===== config.mk =====
export PLATFORM = sky130hd
export DESIGN_NAME = pe_array_ctrl_flat
export DESIGN_NICKNAME = d
export VERILOG_FILES = /design/src/rtl/pe_ctrl_pkg.sv /design/src/rtl/pe_array_ctrl_if.sv /design/src/rtl/pe_ctrl_dly.sv /design/src/rtl/pe_array_ctrl.sv /design/src/flat_wrapper.sv
export SDC_FILE = /design/constraint.sdc
export NUM_CORES = 1
export LEC_CHECK = 0
export CAP_MARGIN = 20
export CORE_MARGIN = 1
export CORE_UTILIZATION = 40
export CTS_CLUSTER_SIZE = 16
export DETAILED_ROUTE_END_ITERATION = 12
export PLACE_DENSITY_LB_ADDON = 0.1
export SYNTH_ARGS = -nofsm -noshare
export SYNTH_HDL_FRONTEND = slang
export SYNTH_HIERARCHICAL = 1
export SYNTH_SLANG_ARGS = --single-unit

===== constraint.sdc =====
create_clock -name clk -period 2 [get_ports clk]
set_clock_uncertainty 0.1 [all_clocks]
set_input_delay 0.2 -clock clk [delete_from_list [all_inputs] [get_ports clk]]
set_output_delay 0.2 -clock clk [all_outputs]
set_load 0.05 [all_outputs]

===== src/rtl/pe_ctrl_pkg.sv =====
// Shared types, default dimensions and timing helpers for the pe_array sequencer.
package pe_ctrl_pkg;

    typedef enum logic [2:0] {
        IDLE,
        CLEAR,
        STREAM,
        DRAIN,
        WRITE,
        DONE
    } state_e;

    localparam int DEF_MAC_NUM = 10;
    localparam int DEF_IA_H    = 100;
    localparam int DEF_IA_W    = 150;
    localparam int DEF_OA_W    = 16;
    localparam int DEF_RD_LAT  = 1;
    localparam int DEF_PE_LAT  = 3;

    // Address width for a range of v values; never zero so size-1 loops still get a port.
    function automatic int clog2_1(input int v);
        return (v > 1) ? $clog2(v) : 1;
    endfunction

    // CLEAR + STREAM + DRAIN + one WRITE cycle when the writer is always ready.
    function automatic int tile_cycles(input int ia_w, input int rd_lat, input int pe_lat);
        return 1 + ia_w + rd_lat + pe_lat + 1;
    endfunction

endpackage


===== src/rtl/pe_array_ctrl_if.sv =====
// Control, buffer-read, pe_array and output-write signals of the pe_array sequencer.
interface pe_array_ctrl_if
    import pe_ctrl_pkg::*;
#(
    parameter int MAC_NUM = DEF_MAC_NUM,
    parameter int IA_H    = DEF_IA_H,
    parameter int IA_W    = DEF_IA_W,
    parameter int OA_W    = DEF_OA_W
);
    localparam int TILE_W = clog2_1(IA_H / MAC_NUM);
    localparam int COL_W  = clog2_1(IA_W);
    localparam int OCOL_W = clog2_1(OA_W);
    localparam int ROW_W  = clog2_1(IA_H);

    logic              start;
    logic [7:0]        shift_cfg;
    logic              busy;
    logic              done;
    logic              act_rd_en;
    logic [TILE_W-1:0] act_rd_tile;
    logic [COL_W-1:0]  act_rd_col;
    logic              wet_rd_en;
    logic [COL_W-1:0]  wet_rd_row;
    logic [OCOL_W-1:0] wet_rd_col;
    logic              PE_mac_enable;
    logic              PE_clear_acc;
    logic [7:0]        PE_res_shift_num;
    logic              out_valid;
    logic              out_ready;
    logic [ROW_W-1:0]  out_row_base;
    logic [OCOL_W-1:0] out_col;

    modport master (
        input  start, shift_cfg, out_ready,
        output busy, done,
        output act_rd_en, act_rd_tile, act_rd_col,
        output wet_rd_en, wet_rd_row, wet_rd_col,
        output PE_mac_enable, PE_clear_acc, PE_res_shift_num,
        output out_valid, out_row_base, out_col
    );

    modport slave (
        output start, shift_cfg, out_ready,
        input  busy, done,
        input  act_rd_en, act_rd_tile, act_rd_col,
        input  wet_rd_en, wet_rd_row, wet_rd_col,
        input  PE_mac_enable, PE_clear_acc, PE_res_shift_num,
        input  out_valid, out_row_base, out_col
    );

endinterface


===== src/rtl/pe_ctrl_dly.sv =====
// N-stage 1-bit delay line; aligns the read-issue strobe with returning SRAM data.
module pe_ctrl_dly #(
    parameter int N = 1
) (
    input  logic clk,
    input  logic reset,
    input  logic d,
    output logic q
);

    logic [N-1:0] sr;

    // NOTE: the stages are cleared by reset so an abandoned job leaves no stray enables.
    always_ff @(posedge clk or posedge reset) begin
        if (reset) begin
            sr <= '0;
        end else begin
            sr[0] <= d;
            for (int k = 1; k < N; k++) begin
                sr[k] <= sr[k-1];
            end
        end
    end

    assign q = sr[N-1];

endmodule


===== src/rtl/pe_array_ctrl.sv =====
// Loop-nest sequencer for the pe_array: m outermost, then row tile j, then reduction index i.
module pe_array_ctrl
    import pe_ctrl_pkg::*;
#(
    parameter int MAC_NUM = DEF_MAC_NUM,
    parameter int IA_H    = DEF_IA_H,
    parameter int IA_W    = DEF_IA_W,
    parameter int OA_W    = DEF_OA_W,
    parameter int RD_LAT  = DEF_RD_LAT,
    parameter int PE_LAT  = DEF_PE_LAT
) (
    input logic             clk,
    input logic             reset,
    pe_array_ctrl_if.master bus
);

    localparam int N_TILES   = IA_H / MAC_NUM;
    localparam int DRAIN_CYC = RD_LAT + PE_LAT;
    // i also times DRAIN, so it must hold whichever bound is larger.
    localparam int I_MAX     = (IA_W > DRAIN_CYC) ? IA_W : DRAIN_CYC;
    localparam int I_W       = clog2_1(I_MAX);
    localparam int J_W       = clog2_1(N_TILES);
    localparam int M_W       = clog2_1(OA_W);
    localparam int COL_W     = clog2_1(IA_W);
    localparam int ROW_W     = clog2_1(IA_H);

    state_e         state_q, state_d;
    logic [I_W-1:0] i_q, i_d;
    logic [J_W-1:0] j_q, j_d;
    logic [M_W-1:0] m_q, m_d;
    logic [7:0]     shift_q, shift_d;

    logic last_i, last_drain, last_j, last_m;
    logic rd_issue, writing, mac_en;

    assign last_i     = (i_q == I_W'(IA_W - 1));
    assign last_drain = (i_q == I_W'(DRAIN_CYC - 1));
    assign last_j     = (j_q == J_W'(N_TILES - 1));
    assign last_m     = (m_q == M_W'(OA_W - 1));
    assign rd_issue   = (state_q == STREAM);
    assign writing    = (state_q == WRITE);

    // NOTE: state and counters use non-blocking assignments so every register sees pre-edge values.
    always_ff @(posedge clk or posedge reset) begin
        if (reset) begin
            state_q <= IDLE;
            i_q     <= '0;
            j_q     <= '0;
            m_q     <= '0;
            shift_q <= '0;
        end else begin
            state_q <= state_d;
            i_q     <= i_d;
            j_q     <= j_d;
            m_q     <= m_d;
            shift_q <= shift_d;
        end
    end

    // NOTE: every variable gets its hold value first, so no path through the case infers a latch.
    always_comb begin
        state_d = state_q;
        i_d     = i_q;
        j_d     = j_q;
        m_d     = m_q;
        shift_d = shift_q;
        unique case (state_q)
            IDLE: begin
                if (bus.start) begin
                    state_d = CLEAR;
                    shift_d = bus.shift_cfg;
                end
            end
            CLEAR: begin
                i_d     = '0;
                state_d = STREAM;
            end
            STREAM: begin
                if (last_i) begin
                    i_d     = '0;
                    state_d = DRAIN;
                end else begin
                    i_d = i_q + 1'b1;
                end
            end
            DRAIN: begin
                if (last_drain) begin
                    i_d     = '0;
                    state_d = WRITE;
                end else begin
                    i_d = i_q + 1'b1;
                end
            end
            WRITE: begin
                if (bus.out_ready) begin
                    if (last_j) begin
                        j_d = '0;
                        m_d = last_m ? '0 : m_q + 1'b1;
                    end else begin
                        j_d = j_q + 1'b1;
                    end
                    state_d = (last_j && last_m) ? DONE : CLEAR;
                end
            end
            DONE:    state_d = IDLE;
            default: state_d = IDLE;
        endcase
    end

    pe_ctrl_dly #(
        .N (RD_LAT)
    ) u_dly (
        .clk   (clk),
        .reset (reset),
        .d     (rd_issue),
        .q     (mac_en)
    );

    // Addresses are forced to zero outside their strobes so idle buses stay quiet.
    always_comb begin
        bus.busy             = (state_q != IDLE);
        bus.done             = (state_q == DONE);
        bus.act_rd_en        = rd_issue;
        bus.act_rd_tile      = rd_issue ? j_q : '0;
        bus.act_rd_col       = rd_issue ? i_q[COL_W-1:0] : '0;
        bus.wet_rd_en        = rd_issue;
        bus.wet_rd_row       = rd_issue ? i_q[COL_W-1:0] : '0;
        bus.wet_rd_col       = rd_issue ? m_q : '0;
        bus.PE_mac_enable    = mac_en;
        bus.PE_clear_acc     = (state_q == CLEAR);
        bus.PE_res_shift_num = shift_q;
        bus.out_valid        = writing;
        bus.out_row_base     = writing ? ROW_W'(int'(j_q) * MAC_NUM) : '0;
        bus.out_col          = writing ? m_q : '0;
    end

endmodule

===== src/flat_wrapper.sv =====
// flat-port wrapper written by rule: the top's interface ports become plain ports
module pe_array_ctrl_flat import pe_ctrl_pkg::*;
#(
    parameter int MAC_NUM = DEF_MAC_NUM,
    parameter int IA_H    = DEF_IA_H,
    parameter int IA_W    = DEF_IA_W,
    parameter int OA_W    = DEF_OA_W,
    parameter int RD_LAT  = DEF_RD_LAT,
    parameter int PE_LAT  = DEF_PE_LAT
)
  (clk, reset, bus_start, bus_shift_cfg, bus_out_ready, bus_busy, bus_done, bus_act_rd_en, bus_act_rd_tile, bus_act_rd_col, bus_wet_rd_en, bus_wet_rd_row, bus_wet_rd_col, bus_PE_mac_enable, bus_PE_clear_acc, bus_PE_res_shift_num, bus_out_valid, bus_out_row_base, bus_out_col);
  pe_array_ctrl_if #(.MAC_NUM(MAC_NUM), .IA_H(IA_H), .IA_W(IA_W), .OA_W(OA_W)) bus_i ();
  input logic clk;
  input logic reset;
  input wire logic [$bits(bus_i.start)-1:0] bus_start;
  input wire logic [$bits(bus_i.shift_cfg)-1:0] bus_shift_cfg;
  input wire logic [$bits(bus_i.out_ready)-1:0] bus_out_ready;
  output wire logic [$bits(bus_i.busy)-1:0] bus_busy;
  output wire logic [$bits(bus_i.done)-1:0] bus_done;
  output wire logic [$bits(bus_i.act_rd_en)-1:0] bus_act_rd_en;
  output wire logic [$bits(bus_i.act_rd_tile)-1:0] bus_act_rd_tile;
  output wire logic [$bits(bus_i.act_rd_col)-1:0] bus_act_rd_col;
  output wire logic [$bits(bus_i.wet_rd_en)-1:0] bus_wet_rd_en;
  output wire logic [$bits(bus_i.wet_rd_row)-1:0] bus_wet_rd_row;
  output wire logic [$bits(bus_i.wet_rd_col)-1:0] bus_wet_rd_col;
  output wire logic [$bits(bus_i.PE_mac_enable)-1:0] bus_PE_mac_enable;
  output wire logic [$bits(bus_i.PE_clear_acc)-1:0] bus_PE_clear_acc;
  output wire logic [$bits(bus_i.PE_res_shift_num)-1:0] bus_PE_res_shift_num;
  output wire logic [$bits(bus_i.out_valid)-1:0] bus_out_valid;
  output wire logic [$bits(bus_i.out_row_base)-1:0] bus_out_row_base;
  output wire logic [$bits(bus_i.out_col)-1:0] bus_out_col;
  assign bus_i.start = bus_start;
  assign bus_i.shift_cfg = bus_shift_cfg;
  assign bus_i.out_ready = bus_out_ready;
  assign bus_busy = bus_i.busy;
  assign bus_done = bus_i.done;
  assign bus_act_rd_en = bus_i.act_rd_en;
  assign bus_act_rd_tile = bus_i.act_rd_tile;
  assign bus_act_rd_col = bus_i.act_rd_col;
  assign bus_wet_rd_en = bus_i.wet_rd_en;
  assign bus_wet_rd_row = bus_i.wet_rd_row;
  assign bus_wet_rd_col = bus_i.wet_rd_col;
  assign bus_PE_mac_enable = bus_i.PE_mac_enable;
  assign bus_PE_clear_acc = bus_i.PE_clear_acc;
  assign bus_PE_res_shift_num = bus_i.PE_res_shift_num;
  assign bus_out_valid = bus_i.out_valid;
  assign bus_out_row_base = bus_i.out_row_base;
  assign bus_out_col = bus_i.out_col;
  pe_array_ctrl #(.MAC_NUM(MAC_NUM), .IA_H(IA_H), .IA_W(IA_W), .OA_W(OA_W), .RD_LAT(RD_LAT), .PE_LAT(PE_LAT)) u_core (.clk(clk), .reset(reset), .bus(bus_i));
endmodule

* Word-level counts from Yosys, hierarchy flattened *
Index checks and enable logic that the tools add are counted.

storage, ports and cells
  bits in registers = 28
  input port bits = 12
  output and inout port bits = 50

cells by class
  add/subtract/negate cells = 3
  multiply operators = 1
  eq/ne operators = 13
  mux-type cells = 16
  reduce and logical (&&, ||, !) cells = 8

operators by type and width
  cell                   number
  $mux W8                3
  $pmux W8 S3            1
  $mux W4                5
  $mux W3                5
  $pmux W3 S5            1
  $add A4 B1 Y4 const B  2
  $add A8 B1 Y8 const B  1
  $eq A4 B4 Y1 const B   2
  $eq A8 B2 Y1 const B   1
  $eq A8 B8 Y1 const B   1
  $mux W7                1
  $eq A3 B2 Y1 const B   2
  $eq A3 B3 Y1 const B   2
  $mul A4 B3 Y6 const B  1
  $reduce_bool A3 Y1     2
  $ne A2 B1 Y1 const B   2
  $ne A2 B2 Y1 const B   2
  $reduce_and A2 Y1      2
  $reduce_and A4 Y1      1
  $eq A3 B1 Y1 const B   1
  $logic_not A3 Y1       1
  $reduce_and A3 Y1      1
  $logic_and A1 B1 Y1    1

* Longest topological paths before layout *
Gate-level depths: netlist of the first run.

  depth in word-level cells = 5
  depth in mapped cells = 6
  depth with buffers taken out = 6

* Modules after synthesis *
The synthesis of the first run kept the hierarchy.

modules (own cells, without submodules)
  module         times used  cells an instance  area each (um2)  sequential area each (um2)
  pe_array_ctrl  1           168                1687.9           675.6
  pe_ctrl_dly    1           2                  28.8             25.0

* Worst setup path before layout of the first run *
Ideal clock, no wire load.

  path kind = reg-to-output
  start = reg u_core.state_q[2]
  end = out bus_wet_rd_row[5]
  arrival time = 2.283 ns
  data required time = 1.700 ns
  path slack = -0.583 ns
  stages on the path, launching flop included = 6
  buffers on the path = 2
  cells stage by stage = dfrtp_1 > nand2b_1 > nor2_1 > clkbuf_1 > and2_1 > buf_4

between the ends
  cells in the longest elaborated chain, start to end = 2

ends and longest elaborated chain
  what                     line                 text
  start, declared          pe_array_ctrl.sv:27  state_e state_q, state_d;
  start signal, assigned   pe_array_ctrl.sv:52  state_q <= state_d;
  $eq A3 B2 Y1             pe_array_ctrl.sv:40  assign rd_issue = (state_q == STREAM);
  named net bus_act_rd_en  flat_wrapper.sv:20   output wire logic [$bits(bus_i.act_rd_en)-1:0] bus_act_rd_en;
  $mux W8                  --
  end, declared            flat_wrapper.sv:24   output wire logic [$bits(bus_i.wet_rd_row)-1:0] bus_wet_rd_row;

The timed path passes the listed nets, and every way through them passes these cells.

* Final worst setup path of the first run *
  start = reg u_core.j_q[3]
  end = out bus_out_row_base[6]

between the ends
  cells in the longest elaborated chain, start to end = 2

ends and longest elaborated chain
  what                    line                  text
  start, declared         pe_array_ctrl.sv:29   logic [J_W-1:0] j_q, j_d;
  start signal, assigned  pe_array_ctrl.sv:54   j_q <= j_d;
  $mul A4 B3 Y6           pe_array_ctrl.sv:133  bus.out_row_base = writing ? ROW_W'(int'(j_q) * MAC_NUM) : '0;
  $mux W7                 pe_array_ctrl.sv:133
  end, declared           flat_wrapper.sv:30    output wire logic [$bits(bus_i.out_row_base)-1:0] bus_out_row_base;

Every way passes these cells.

==> results of run 1 <==
routing by layer:
| metal | up-vias | global-route usage, % | part of all wire, % |
|---|---|---|---|
| met5 | - | 0 | 0 |
| met4 | 0 | 6.65 | 1.4 |
| met1 | 731 | 24.7 | 42 |
| met3 | 6 | 4.05 | 4.6 |
| li1 | 719 | - | - |
| met2 | 50 | 35.1 | 52 |
registers in the layout, summed over array words and instances (netlist names):
name,cells
u_core/bus.PE_res_shift_num,8
u_core/i_q,8
u_core/j_q,4
u_core/m_q,4
u_core/state_q,3
u_core/u_dly/q,1
layout make-up:
cell class                 count  area (um^2)  area share (%)
inverter                       7         26.3           0.901
timing repair buffer          78         1130            38.8
clock buffer                   4         55.1            1.89
tap                           50         62.6            2.15
sequential                    28          703            24.1
multi-input combinational    120          938            32.2
cells in the final DEF, fill, tap and decap left out, types with 2 or more instances in the layout:
master / instances
buf_12: 39
dfrtp_1: 26
clkdlybuf4s50_1: 20
buf_4: 17
and2_1: 15
mux2_2: 11
nand2_1: 11
o21ai_0: 8
inv_1: 6
and2_4: 6
nand4_1: 5
ha_1: 5
clkbuf_8: 4
nor2b_1: 4
xnor2_1: 4
nand3_1: 3
nand2b_1: 2
a31oi_1: 2
or3_1: 2
nor3_1: 2
and4b_1: 2
a21o_1: 2
a21oi_1: 2
o31ai_1: 2
and2_2: 2
nor2_1: 2
dfrtp_2: 2
power groups by stage:
stage | registers (uW) | clock network, uW | logic [uW]
after floorplan | 1190 | 0 | 1160
after global routing | 934 | 388 | 2590
final | 911 | 358 | 2460
after CTS | 907 | 370 | 2460
after detailed placement | 928 | 0 | 2410
after global placement | 908 | 0 | 2370
worst register-to-register path, stage by stage (launching register included):
cell and delay, ns:
dfrtp_1 0.46, ha_1 0.25, nand4bb_1 0.14, a2bb2oi_2 0.19, o21ai_2 0.27, mux2_2 0.37
final timing paths:
| check | cells past startpoint | startpoint | to | slack [ns] |
|---|---|---|---|---|
| worst max-delay path | 7 | u_core/j_q[3] | bus_out_row_base[6] | -0.28 |
| worst min-delay path | 1 | u_core/bus.PE_res_shift_num[1] | u_core/bus.PE_res_shift_num[1] | 0.41 |
| worst max register to register | 5 | u_core/i_q[0] | u_core/state_q[0] | 0.11 |
| worst min register to register | 1 | u_core/bus.PE_res_shift_num[1] | u_core/bus.PE_res_shift_num[1] | 0.41 |
| max in group asynchronous | 4 | reset | u_core/state_q[0] | 0.75 |
| min in group asynchronous | 3 | reset | u_core/u_dly/q | 0.54 |
per-stage QoR:
step	std cells	utilization (%)	cell area, um^2
floorplan	170	-	1750
global placement	280	69.3	2810
detailed placement	280	69.3	2810
CTS	287	71.6	2900
global route	287	71.8	2920
finish	287	71.8	2920
kinds of logic after synthesis:
kind of cell / after synthesis / share of synthesized area (%)
other: 1 / 0.218
AND/OR/NAND/NOR: 69 / 25.4
multiplexers: 11 / 7.22
flip-flops: 28 / 40.8
adder cells (fa/ha/maj): 7 / 5.54
AO/OA/AOI/OAI: 27 / 11.1
buffers and inverters: 22 / 7.14
XOR/XNOR: 5 / 2.55
timing repair:
| action | in CTS | in global routing |
|---|---|---|
| resized for setup | 6 | 2 |
| hold buffers | 1 | 0 |
| setup buffers | 2 | 0 |
| pin swaps | 5 | 5 |
| endpoints found under the setup margin | 23 | 6 |
| endpoints found under the hold margin | 1 | 0 |
==> metrics.txt, run 1 <==
status=complete, but fails checks; Worst Path Required=1.70 ns; All-Layer GR Usage=20.2%; final worst slack=-0.279 ns; RSZ-0062 raised after global routing=yes; CTS tree=yes; Initial Utilization=42.3%; DP Worst Slack=0.0123 ns; failing checks=negative setup slack; antenna fix cells=0; largest area contributor in the netlist=dfrtp_1; Detailed Route Iter0 Violations=33; I/O Buffers=60; final net count=257; Ys Warns=6; CTS Buf Count=3; Peak VDD IR=915 uV; I/O Pins=62; TritonRoute pass-1 iters=4; # clock sinks=28; CP Class=register to primary output; largest net degree at the start of global routing=28; CP Cell Sequence=ha_1 -> ha_2 -> inv_2 -> fa_2 -> xnor2_2 -> and2_4 -> buf_12; Final Slew Violations=0; PwrDens=1280 mW/mm^2; Placer Congestion=0.796; vias per inst=5.25; H-tree lvl count=1; slew margin rel.=55.4%; Post-synth top flop=dfrtp_1; commonest cells in the netlist=dfrtp_1, and2_1, mux2_2, nand2_1, buf_4; Worst EP arrival=1.98 ns; post-route ant nets=0; top-count cell post-synth=dfrtp_1; Reg power frac=24.4%; Seq cells post-synth=28; Post-Syn Instances=170; Sw Share=46.7%; initial antenna violation count=0; Post-synth ARST share=100%; CP Launch Type=register; Worst-path clk slew=0.10 ns; critical-path maximum fanout=2; sequential area share after synthesis=40.8%; vias in the first global route=1497; syn avg cell area=10.1 um^2; final hold vios=0; Pleak=0.00127 uW; die height=67.5 um; Bufs and invs on worst path=2; Period minus WS final=2.28 ns; period utilisation layout=114%; top cells by area, synth=dfrtp_1, and2_1, mux2_2, buf_4, ha_1; layout cells sized above 1=40.5%; clock latency on the worst-skew pair=0.28 ns; Longest Clk Path Bufs=2; core area=0.00406 mm^2; vias post-DR=1506; P&R area growth vs syn=69.8%; Slew @ Worst Pin=0.667 ns; # Max-Cap Violations=0; total chip power=3730 uW; setup TNS=-0.527 ns; CP max stage delay=0.40 ns; DRC viols=0; die width=67.5 um; WL/cell=14.4 um; Synth top area share=40.8%; Slowest-stage cell, CP=dfrtp_1; final setup fails=2; Post-synth EDFFs=0; Filler cells=296; CTS root buf=clkbuf_8; first-pass GRT wire length=6910 um; Hold WS=0.414 ns; Post-Route WL=4130 um; Max Freq=0.439 GHz; site row count=23; die footprint=0.00456 mm^2; hold crit path type=register to register; Int Power=1990 uW; delay-heaviest family, CP=adder cells; Overflow after GRT=0; Setup crit end kind=primary output; post-synth net total=189; NetSw=1740 uW; Yosys cell types=46; Logic pwr share=66.0%; dpl hpwl=3200 um; Synth Cell Area=0.00172 mm^2; Clk pwr share=9.6%
No activity file was read; power rests on OpenSTA's default activity.
==> run 2: changes to the inputs <==
CTS_BUF_LIST = sky130_fd_sc_hd__clkbuf_4 sky130_fd_sc_hd__clkbuf_8   (was default)
GPL_TIMING_DRIVEN = 0   (was default)
==> run 2 against run 1 <==
The run still ends with negative setup slack left. First-iteration DRC count increased by 12%. Clock-buffer cell count unchanged. Maximum frequency increased by 1.5%. Via count increased by 0.80%. Highest routed layer unchanged.
==> metrics.txt, run 2 (synthesis results as in run 1) <==
status=complete, but fails checks; failing checks=negative setup slack; dpl hpwl=2970 um; core area=0.00406 mm^2; P&R area growth vs syn=52.4%; site row count=23; WL/cell=14.6 um; Max Freq=0.445 GHz; H-tree lvl count=1; DP Worst Slack=-0.790 ns; Overflow after GRT=0; CTS tree=yes; CTS root buf=clkbuf_8; vias in the first global route=1502; DRC viols=0; Initial Utilization=42.3%; die height=67.5 um; final worst slack=-0.245 ns; layout cells sized above 1=43.3%; hold crit path type=register to register; setup TNS=-0.472 ns; total chip power=3450 uW; first-pass GRT wire length=6890 um; critical-path maximum fanout=2; vias post-DR=1518; Pleak=0.00121 uW; Filler cells=335; initial antenna violation count=0; Setup crit end kind=primary output; Detailed Route Iter0 Violations=37; PwrDens=1320 mW/mm^2; post-route ant nets=0; Final Slew Violations=0; RSZ-0062 raised after global routing=yes; Hold WS=0.415 ns; largest net degree at the start of global routing=28; CTS Buf Count=3; final hold vios=0; period utilisation layout=112%; All-Layer GR Usage=20.2%; Longest Clk Path Bufs=2; Period minus WS final=2.25 ns; Peak VDD IR=1030 uV; I/O Buffers=60; # Max-Cap Violations=0; CP Launch Type=register; vias per inst=5.11; Slew @ Worst Pin=0.699 ns; Placer Congestion=0.808; dpl cells=280; I/O Pins=62; Finished Layout Cells=297; clock latency on the worst-skew pair=0.27 ns; leading cell type in the layout, fill and taps excluded=buf_4; # clock sinks=28; antenna fix cells=0; Worst EP arrival=1.95 ns; TritonRoute pass-1 iters=4; die footprint=0.00456 mm^2; final net count=267; die width=67.5 um; CP Class=register to primary output; Post-Route WL=4340 um; Worst-path clk slew=0.10 ns; slew margin rel.=53.3%; most frequent cells in the layout=buf_4, dfrtp_1, clkdlybuf4s50_1; final setup fails=2; Worst Path Required=1.70 ns
[run 2: cell count changes in the layout (fill, tap and decap cells not counted), sizes merged]
cell / delta
clkdlybuf4s15: +7
dlygate4sd2: +2
clkbuf: +12
buf: -12
clkdlybuf4s18: +1
[run 2: layout make-up]
cell class                 count  area [um^2]  area share [%]
inverter                       7         26.3            1.00
sequential                    28          708            27.1
tap                           50         62.6            2.39
clock buffer                   4         55.1            2.10
multi-input combinational    120          971            37.1
timing repair buffer          73          674            25.8
buffer                        15          119            4.54
[run 2: metal layers]
metal	GRT usage, %	vias up	routed length, um
li1	-	739	-
met1	24.1	731	1850
met2	35.3	44	2240
met3	4.39	4	216
met4	6.91	0	32
met5	0	-	0
[run 2: worst max-delay path, cell delays in order, from the launching register on]
cell     delay [ns]
dfrtp_2        0.44
ha_4           0.28
ha_4           0.12
inv_2          0.04
fa_2           0.35
xnor2_2        0.14
and2_4         0.16
buf_8          0.14
[run 2: where the power goes]
group          switching, uW  internal, uW
Sequential               127           739
Combinational           1390           841
Clock                    175           176
Total                   1690          1760
[run 2: worst paths after layout]
kind	startpoint	to	slack [ns]	depth (start not counted)
worst max register to register	u_core/i_q[0]	u_core/state_q[0]	0.08	5
worst max-delay path	u_core/j_q[1]	bus_out_row_base[6]	-0.25	7
worst min-delay path	u_core/bus.PE_res_shift_num[0]	u_core/bus.PE_res_shift_num[0]	0.41	1
worst min register to register	u_core/bus.PE_res_shift_num[0]	u_core/bus.PE_res_shift_num[0]	0.41	1
max in group asynchronous	reset	u_core/j_q[0]	0.77	4
min in group asynchronous	reset	u_core/u_dly/q	0.54	3
[run 2: what timing repair did]
item	in CTS	in global routing
gates resized for setup	198	39
pin swaps	5	2
hold buffers	1	0
gates cloned	1	0
hold endpoints to repair	1	0
buffers inserted	10	0
setup endpoints to repair	40	36
[run 2: stage by stage]
step / instance area (um^2) / util (%)
after detailed placement: 2410 / 59.5
final: 2620 / 64.5
after global placement: 2410 / 59.5
after CTS: 2530 / 62.4
after global routing: 2620 / 64.5
after floorplan: 1750 / -
==> run 3: changes to the inputs <==
--- a/constraint.sdc
+++ b/constraint.sdc
@@ -4,2 +4,2 @@
 set_output_delay 0.2 -clock clk [all_outputs]
-set_load 0.05 [all_outputs]
+set_load 0.01 [all_outputs]
==> run 3 against run 2 <==
The run still ends with negative setup slack left. Sequential power is essentially flat. Core utilization grew 2.0 points. Flip-flop and latch count is the same. Wire length grew 2.9%. Via count grew 3.8%. Combinational power shrank 24%. Global-route usage grew 0.70 points. Maximum frequency grew 2.5%. First-iteration DRC count grew 16%. Register-to-register slack lost 0.02 ns. Sequential share of layout area shrank 0.94 points. Highest routed layer unchanged.
==> metrics.txt, run 3 (synthesis results as in run 1) <==
All-Layer GR Usage=20.9%; WL/cell=14.4 um; M3 GR Usage=4.73%; met1 usage=26.4%; Int Power=1830 uW; I/O Pins=62; Worst Path Required=1.70 ns; P&R area growth vs syn=57.1%; Overflow after GRT=0; antenna fix cells=0; leading cell type in the layout, fill and taps excluded=buf_4; Detailed Route Iter0 Violations=43; site row count=23; critical-path maximum fanout=2; failing checks=negative setup slack; die width=67.5 um; initial antenna violation count=0; Sw Share=36.0%; Worst EP arrival=1.89 ns; setup TNS=-0.323 ns; first-pass GRT wire length=7020 um; CP Launch Type=register; Setup crit end kind=primary output; DRC viols=0; I/O Buffers=60; Placer Congestion=0.811; Logic pwr share=59.1%; Reg power frac=30.5%; # Max-Cap Violations=0; clock latency on the worst-skew pair=0.27 ns; GRT met2 Usage=35.5%; PwrDens=1060 mW/mm^2; largest net degree at the start of global routing=28; TritonRoute pass-1 iters=4; dpl hpwl=2960 um; post-route ant nets=0; final worst slack=-0.190 ns; core area=0.00406 mm^2; vias post-DR=1576; Slew @ Worst Pin=0.649 ns; most frequent cells in the layout=buf_4, dfrtp_1, and2_1; DP Worst Slack=-0.645 ns; Initial Utilization=42.3%; Period minus WS final=2.19 ns; status=complete, but fails checks; layout cells sized above 1=35.8%; CTS Buf Count=3; Longest Clk Path Bufs=2; CTS tree=yes; CP Class=register to primary output; # clock sinks=28; final setup fails=2; NetSw=1030 uW; final net count=281; Max Freq=0.457 GHz; Clk pwr share=10.5%; period utilisation layout=109%; die height=67.5 um; CTS root buf=clkbuf_8; Filler cells=337; hold crit path type=register to register; Post-Route WL=4460 um; final hold vios=0; Pleak=0.00136 uW; vias in the first global route=1542; Worst-path clk slew=0.08 ns; vias per inst=5.08; RSZ-0062 raised after global routing=yes; slew margin rel.=56.7%; grt peak-use layer=met2; H-tree lvl count=1; Final Slew Violations=0; Peak VDD IR=783 uV; die footprint=0.00456 mm^2
==> run 3: changes by cell type in the layout (fill, tap and decap cells not counted), moves of 6 or more <==
cell	before	now
clkdlybuf4s15_2	6	0
buf_4	25	32
dlygate4sd2_1	2	16
buf_2	9	3
clkbuf_4	12	0
clkbuf_2	0	13
==> run 3: final timing paths <==
check | to | slack, ns | cells after the start | from
max | bus_out_row_base[6] | -0.19 | 7 | u_core/j_q[1]
min | u_core/bus.PE_res_shift_num[3] | 0.42 | 1 | u_core/bus.PE_res_shift_num[3]
max reg2reg | u_core/j_q[3] | 0.06 | 8 | u_core/state_q[2]
min reg2reg | u_core/bus.PE_res_shift_num[3] | 0.42 | 1 | u_core/bus.PE_res_shift_num[3]
max in group asynchronous | u_core/j_q[1] | 0.71 | 4 | reset
min in group asynchronous | u_core/u_dly/q | 0.54 | 3 | reset
==> run 3: timing repair <==
action,4_1_cts,5_1_grt
setup buffers,14,9
pin swaps,7,7
cloned,1,1
hold endpoints to repair,1,0
hold buffers,1,0
gates resized for setup,72,40
endpoints found under the setup margin,40,26
==> run 3: final cells by class <==
class / count / area, um^2 / area share [%]
buffer: 15 / 131 / 4.87
clock buffer: 3 / 41.3 / 1.53
inverter: 7 / 26.3 / 0.974
multi-input combinational: 120 / 962 / 35.7
sequential: 28 / 704 / 26.1
tap: 50 / 62.6 / 2.32
timing repair buffer: 87 / 768 / 28.5
==> run 3: routing by layer <==
layer	up-vias	share of wire, %
met4	0	0.22
met1	763	42
met2	43	53
met5	-	0
li1	768	-
met3	2	4.9
==> run 3: worst max-delay path: stages (launching register included) <==
cell	delay, ns
dfrtp_2	0.44
ha_4	0.27
ha_4	0.12
inv_2	0.03
fa_2	0.34
xnor2_2	0.14
and2_4	0.16
buf_6	0.11
==> run 3: power by group through the flow <==
stage	Sequential (uW)	Clock (uW)	Combinational, uW
after floorplan	903	0	699
after global placement	877	0	1320
after detailed placement	889	0	1350
after CTS	866	315	1490
after global routing	900	335	1830
final	869	299	1690
==> run 3: stage by stage <==
| stage | instance area [um^2] | hold slack, ns | util [%] | std cells | power, uW |
|---|---|---|---|---|---|
| 6_report | 2700 | 0.415 | 66.5 | 310 | 2850 |
| 5_1_grt | 2700 | 0.431 | 66.5 | 310 | 3060 |
| 4_1_cts | 2590 | 0.425 | 63.8 | 299 | 2670 |
| 3_5_place_dp | 2380 | 0.272 | 58.6 | 280 | 2240 |
| 3_3_place_gp | 2380 | 0.269 | 58.6 | 280 | 2190 |
| 2_1_floorplan | 1720 | -0.171 | - | 170 | 1600 |
